`src/rtl/direct_map_cache_pkg.sv`:
```
// Shared types, default widths and address-split helpers for the direct-mapped cache controller.
package direct_map_cache_pkg;

    localparam int TAG_W  = 9;
    localparam int IDX_W  = 3;
    localparam int DATA_W = 32;
    localparam int CNT_W  = 16;

    typedef enum logic [2:0] {
        ST_IDLE,
        ST_LOOKUP,
        ST_MEM_RD,
        ST_MEM_WAIT,
        ST_WRITE,
        ST_RESP
    } state_t;

    function automatic logic [31:0] addr_tag(input logic [31:0] addr, input int idx_w);
        return addr >> idx_w;
    endfunction

    function automatic logic [31:0] addr_idx(input logic [31:0] addr, input int idx_w);
        return addr & ((32'd1 << idx_w) - 32'd1);
    endfunction

endpackage

```
`src/rtl/direct_map_cache_ctrl_counter.sv`:
```
// Saturating statistics counter; holds at all-ones instead of wrapping.
module cache_stat_counter #(
    parameter int CNT_W = 16
) (
    input  logic             clk,
    input  logic             rst_n,
    input  logic             inc,
    output logic [CNT_W-1:0] count
);

    function automatic logic [CNT_W-1:0] sat_inc(input logic [CNT_W-1:0] v);
        return (&v) ? v : v + CNT_W'(1);
    endfunction

    always_ff @(posedge clk or negedge rst_n) begin
        if (!rst_n) begin
            count <= '0;
        end else if (inc) begin
            count <= sat_inc(count);
        end
    end

endmodule

```
`src/rtl/direct_map_cache_ctrl.sv`:
```
// Direct-mapped cache controller: tag lookup, read-miss fill, write-through no-allocate writes,
// and saturating hit/miss statistics.
module direct_map_cache_ctrl #(
    parameter int TAG_W  = direct_map_cache_pkg::TAG_W,
    parameter int IDX_W  = direct_map_cache_pkg::IDX_W,
    parameter int DATA_W = direct_map_cache_pkg::DATA_W,
    parameter int CNT_W  = direct_map_cache_pkg::CNT_W
) (
    input  logic                   clk,
    input  logic                   rst_n,
    input  logic                   req_valid,
    output logic                   req_ready,
    input  logic                   req_we,
    input  logic [TAG_W+IDX_W-1:0] req_addr,
    input  logic [DATA_W-1:0]      req_wdata,
    output logic                   resp_valid,
    input  logic                   resp_ready,
    output logic [DATA_W-1:0]      resp_rdata,
    output logic                   resp_hit,
    output logic [IDX_W-1:0]       cache_index,
    output logic                   cache_write,
    output logic [TAG_W-1:0]       cache_tag_in,
    output logic [DATA_W-1:0]      cache_data_in,
    input  logic                   cache_valid,
    input  logic [TAG_W-1:0]       cache_tag_out,
    input  logic [DATA_W-1:0]      cache_data_out,
    output logic [TAG_W+IDX_W-1:0] mem_addr,
    output logic                   mem_write,
    output logic [DATA_W-1:0]      mem_wdata,
    input  logic [DATA_W-1:0]      mem_rdata,
    output logic [CNT_W-1:0]       hit_count,
    output logic [CNT_W-1:0]       miss_count
);

    import direct_map_cache_pkg::*;

    localparam int ADDR_W = TAG_W + IDX_W;

    state_t              state;
    logic [ADDR_W-1:0]   a_q;
    logic                we_q;
    logic [DATA_W-1:0]   wd_q;
    logic                hit_q;
    logic [TAG_W-1:0]    tag_q;
    logic [IDX_W-1:0]    idx_q;
    logic                hit;
    logic                fill_wr;
    logic                hit_wr;

    assign tag_q = TAG_W'(addr_tag(32'(a_q), IDX_W));
    assign idx_q = IDX_W'(addr_idx(32'(a_q), IDX_W));
    assign hit   = cache_valid && (cache_tag_out == tag_q);

    always_ff @(posedge clk or negedge rst_n) begin
        if (!rst_n) begin
            state      <= ST_IDLE;
            a_q        <= '0;
            we_q       <= 1'b0;
            wd_q       <= '0;
            resp_rdata <= '0;
            hit_q      <= 1'b0;
        end else begin
            case (state)
                ST_IDLE: begin
                    if (req_valid) begin
                        a_q   <= req_addr;
                        we_q  <= req_we;
                        wd_q  <= req_wdata;
                        state <= ST_LOOKUP;
                    end
                end
                ST_LOOKUP: begin
                    hit_q <= hit;
                    if (we_q) begin
                        resp_rdata <= '0;
                        state      <= ST_WRITE;
                    end else if (hit) begin
                        resp_rdata <= cache_data_out;
                        state      <= ST_RESP;
                    end else begin
                        state <= ST_MEM_RD;
                    end
                end
                ST_MEM_RD:   state <= ST_MEM_WAIT;
                ST_MEM_WAIT: begin
                    resp_rdata <= mem_rdata;
                    state      <= ST_RESP;
                end
                ST_WRITE:    state <= ST_RESP;
                ST_RESP: begin
                    if (resp_ready) state <= ST_IDLE;
                end
                default:     state <= ST_IDLE;
            endcase
        end
    end

    // Strobes decode from the state register alone so they cannot glitch and drop at once on reset.
    assign fill_wr       = (state == ST_MEM_WAIT);
    assign hit_wr        = (state == ST_WRITE) && hit_q;
    assign req_ready     = (state == ST_IDLE);
    assign resp_valid    = (state == ST_RESP);
    assign resp_hit      = (state == ST_RESP) && hit_q;
    assign cache_index   = (state == ST_IDLE) ? '0 : idx_q;
    assign cache_write   = fill_wr || hit_wr;
    assign cache_tag_in  = cache_write ? tag_q : '0;
    assign cache_data_in = fill_wr ? mem_rdata : (hit_wr ? wd_q : '0);
    assign mem_write     = (state == ST_WRITE);
    assign mem_addr      = (state == ST_MEM_RD || state == ST_MEM_WAIT || state == ST_WRITE) ? a_q : '0;
    assign mem_wdata     = mem_write ? wd_q : '0;

    cache_stat_counter #(.CNT_W(CNT_W)) u_hit_cnt (
        .clk   (clk),
        .rst_n (rst_n),
        .inc   ((state == ST_LOOKUP) && hit),
        .count (hit_count)
    );

    cache_stat_counter #(.CNT_W(CNT_W)) u_miss_cnt (
        .clk   (clk),
        .rst_n (rst_n),
        .inc   ((state == ST_LOOKUP) && !hit),
        .count (miss_count)
    );

endmodule

```
`config.mk`:
```
export PLATFORM = sky130hd
export DESIGN_NAME = direct_map_cache_ctrl
export DESIGN_NICKNAME = d
export VERILOG_FILES = /design/src/rtl/direct_map_cache_pkg.sv /design/src/rtl/direct_map_cache_ctrl_counter.sv /design/src/rtl/direct_map_cache_ctrl.sv
export SDC_FILE = /design/constraint.sdc
export NUM_CORES = 1
export LEC_CHECK = 0
export CORE_MARGIN = 10
export CORE_UTILIZATION = 42
export DETAILED_ROUTE_END_ITERATION = 7
export PLACE_DENSITY = 0.79
export SYNTH_ARGS = -nofsm -noshare
export SYNTH_HDL_FRONTEND = slang
export SYNTH_SLANG_ARGS = --single-unit
export TNS_END_PERCENT = 50
```
`constraint.sdc`:
```
create_clock -name clk -period 2.25 [get_ports clk]
set_input_delay 0.225 -clock clk [delete_from_list [all_inputs] [get_ports clk]]
set_output_delay 0.225 -clock clk [all_outputs]
set_load 0.02 [all_outputs]
```
==> load_flow_metrics.sql <==
INSERT INTO impl_metrics (metric_group, metric, value, unit) VALUES
('outcome', 'status', 'finished with violations', ''),
('outcome', 'violations', 'negative setup slack', ''),
('synth', 'postSynthNetCount', '622', ''),
('cts', 'tritoncts.num_buffers', '17', ''),
('finish', 'drive_above_1_share', '25.3', '%'),
('routing', 'average_via_count_per_standard_cell', '5.42', ''),
('worst_setup_path', 'worst_path_max_delay_cell', 'dfrtp_2', ''),
('sta', 'report.final.slew_viol_count', '0', ''),
('placed_design', 'post_detailed_placement_half_perimeter_wirelength', '16300', 'µm'),
('global_route', 'grt_antenna_before_repair', '1', ''),
('cts', 'cts.sink_count', '113', ''),
('cts', 'clkSlewWorstSetupHoldPaths', '50', 'ps'),
('global_route', 'grt_max_degree', '114', ''),
('pwr', 'power_density', '1210', 'nW/µm²'),
('worst_setup_path', 'crit_required', '2030', 'ps'),
('finish', 'final_cell_mix', 'clkdlybuf4s50_1, dfrtp_1, mux2_2', ''),
('synth', 'synth-edff-count', '0', ''),
('finish', 'final_cell_area', '9720', 'µm²'),
('worst_setup_path', 'cpLargestDelayFamily', 'buffers and inverters', ''),
('sta', 'setup_repair_after_global_routing_missed_its_margin', 'yes', ''),
('pwr', 'vdd.ir_drop.worst', '0.000786', 'V'),
('floorplan', 'initial_core_utilization', '42.7', '%'),
('worst_setup_path', 'cp_data_arrival_time', '2040', 'ps'),
('cts', 'cts-htree-levels', '4', ''),
('cts', 'cts-root-to-sink-buffers', '2', ''),
('routing', 'drt_first_pass_iters', '4', ''),
('synth', 'synth_top_flop_cell', 'dfrtp_1', ''),
('synth', 'synthesis.area', '5910', 'µm²'),
('synth', 'post_synthesis_cell_count', '497', ''),
('floorplan', 'die_width', '139', 'µm'),
('global_route', 'first_global_vias', '5708', ''),
('worst_setup_path', 'cp_capture_type', 'output port', ''),
('worst_setup_path', 'crit_chain', 'buf_6 -> nor3_4 -> buf_12 -> buf_6 -> buf_8 -> buf_6 -> buf_6 -> a22o_1 -> buf_6', ''),
('pwr', 'leakagePower', '4.61', 'nW'),
('sta', 'fmaxAchievable', '442', 'MHz'),
('synth', 'yosys_register_bits', '113', ''),
('floorplan', 'die_height', '139', 'µm'),
('flow_run', 'drv.max_cap_violation_count', '0', ''),
('worst_setup_path', 'rrSetupSlack', '190', 'ps'),
('finish', 'layout.cells.most_common', 'clkdlybuf4s50_1', ''),
('synth', 'synth_sequential_area_ratio', '47.9', '%'),
('routing', 'route.final.wire_length', '22100', 'µm'),
('synth', 'synth.distinct_cells', '35', ''),
('sta', 'setup-tns-final', '-10.2', 'ps'),
('sta', 'post-route-min-period', '2260', 'ps'),
('cts', 'clock_tree_root', 'clkbuf_16', ''),
('sta', 'finalHoldWorstSlack', '429', 'ps'),
('routing', 'average_routed_wire_per_standard_cell', '22.3', 'µm'),
('synth', 'ys_async_sr_fraction', '100', '%'),
('finish', 'net_count_reported_at_finish', '926', ''),
('global_route', 'track_usage', '22.6', '%'),
('cts', 'clk-insertion-delay-late', '410', 'ps'),
('sta', 'fin_skew', '5.59', 'ps'),
('routing', 'ant_nets', '0', ''),
('placed_design', 'place_congestion', '0.851', ''),
('routing', 'detail_route.drc_violations', '0', ''),
('sta', 'tcrit_tclk_final', '100', '%'),
('worst_setup_path', 'timing.critical_path.mode_cell', 'buf_6', ''),
('hold_path', 'min-delay-path-class', 'input port to asynchronous set/reset pin', ''),
('floorplan', 'core_outline_area', '13800', 'µm²'),
('cts', 'cts_tree', 'yes', ''),
('floorplan', 'total_die_area', '19200', 'µm²'),
('sta', 'timing.final.setup_violations', '1', ''),
('synth', 'yosysWarningCount', '0', ''),
('worst_setup_path', 'critical_path_buffer_and_inverter_count', '7', ''),
('worst_setup_path', 'path_type_of_the_worst_setup_path', 'flop to output port', ''),
('floorplan', 'core.rowCount', '43', ''),
('floorplan', 'io_pins', '280', ''),
('routing', 'via_count', '5391', ''),
('pwr', 'totalPowerFinal', '0.0118', 'W'),
('sta', 'max_slew.worst_pin.slew', '662', 'ps'),
('placed_design', 'dpl-instance-area', '8940', 'µm²'),
('worst_setup_path', 'critPathMaxFanout', '6', ''),
('global_route', 'grt_remaining_overflow', '0', ''),
('finish', 'area_growth_syn_to_layout', '64.6', '%'),
('synth', 'postSynthAreaPerCell', '11.9', 'µm²'),
('placed_design', 'numPortBuffers', '279', ''),
('sta', 'max_slew_margin', '55.7', '%'),
('worst_setup_path', 'critical-path-max-stage-delay', '440', 'ps'),
('sta', 'post_route_setup_slack', '-10.2', 'ps'),
('worst_setup_path', 'start_kind', 'flop', ''),
('sta', 'hold_viol', '0', ''),
('routing', 'detailedRoute.firstIterationViolations', '331', ''),
('global_route', 'first_pass_grt_wire_length', '34500', 'µm');
layer usage:
| layer | up-vias | routed length (µm) | global-route usage, % |
|---|---|---|---|
| met5 | - | 0 | 0 |
| li1 | 2428 | - | - |
| met2 | 244 | 11400 | 39.6 |
| met1 | 2677 | 8560 | 25.3 |
| met3 | 42 | 1630 | 7.29 |
| met4 | 0 | 547 | 7.94 |
power breakdown:
part | internal, W | switching, W
combinational | 0.00273 | 0.00273
sequential | 0.00281 | 0.000652
clock | 0.00193 | 0.000919
total | 0.00747 | 0.00430
timing repair:
action,CTS,global route
setup buffers,9,3
pin swaps,2,2
endpoints found under the hold margin,113,0
gates resized for setup,139,71
cloned,3,0
setup endpoints to repair,97,79
hold buffers,1,0
worst paths after layout:
| kind | from | endpoint | cells after the start |
|---|---|---|---|
| max | state[0] | cache_data_in[18] | 9 |
| min in group clk | req_wdata[30] | wd_q[30] | 2 |
| max reg2reg | a_q[10] | resp_rdata[18] | 6 |
| min | rst_n | u_miss_cnt.count[14] | 3 |
| max in group asynchronous | rst_n | state[0] | 3 |
| min reg2reg | u_hit_cnt.count[9] | u_hit_cnt.count[9] | 1 |
stage by stage:
step | instances | util, % | setup slack [ps]
floorplan | 497 | - | 66.4
global placement | 946 | 64.7 | -13.8
detailed placement | 946 | 64.7 | -91.2
CTS | 991 | 69.7 | -205
global route | 995 | 70.3 | -94.1
finish | 995 | 70.3 | -10.2
area by class of cell:
type | instances | area [µm²]
inverters | 4 | 15.0
well taps | 180 | 225
repair buffers | 318 | 3100
clock inverters | 10 | 156
flip-flops and latches | 113 | 2830
multi-input cells | 347 | 2910
clock buffers | 22 | 474
diodes | 1 | 2.50
fillers | 975 | 4110
worst register-to-register path, stage by stage, from the launching register on:
cell     delay [ps]
dfrtp_1         410
xor2_1          190
nor4_4          400
nand4_4         220
nand2_2         130
buf_12          220
mux2_2          380
cell usage after synthesis (2+ instances only):
cell / count / share of area, %
and4_1: 5 / 0.74
a22o_1: 64 / 9.5
or2_2: 2 / 0.21
xnor2_1: 18 / 2.7
buf_6: 9 / 1.7
o21a_1: 2 / 0.25
nand2b_1: 2 / 0.21
and2_1: 42 / 4.4
xor2_1: 18 / 2.7
and3_1: 10 / 1.1
nand4_1: 12 / 1.3
nor4_1: 4 / 0.42
clkbuf_1: 11 / 0.70
nor2b_1: 17 / 1.8
nor3_2: 7 / 1.2
nor4_2: 2 / 0.42
nand3_1: 15 / 1.3
mux2_2: 81 / 15
inv_1: 4 / 0.25
a21oi_1: 5 / 0.42
nor3_1: 4 / 0.34
nand2_1: 12 / 0.76
dfrtp_1: 113 / 48
nor2_1: 14 / 0.89
buf_2: 13 / 1.1
ha_1: 2 / 0.42
sequential cells by signal, summed over array words and instances (netlist names):
| name | cells |
|---|---|
| wd_q | 32 |
| resp_rdata | 32 |
| state | 3 |
| a_q | 12 |
| hit_q | 1 |
| u_miss_cnt.count | 16 |
| we_q | 1 |
| u_hit_cnt.count | 16 |
cells by family after synthesis:
group           synth area share [%]
simple gates                    16.8
flops                           47.9
mux                             15.6
compound gates                  10.2
buf+inv                         3.77
xor+xnor                        5.34
fa+ha+maj                      0.424
No activity file was read; power rests on OpenSTA's default activity.
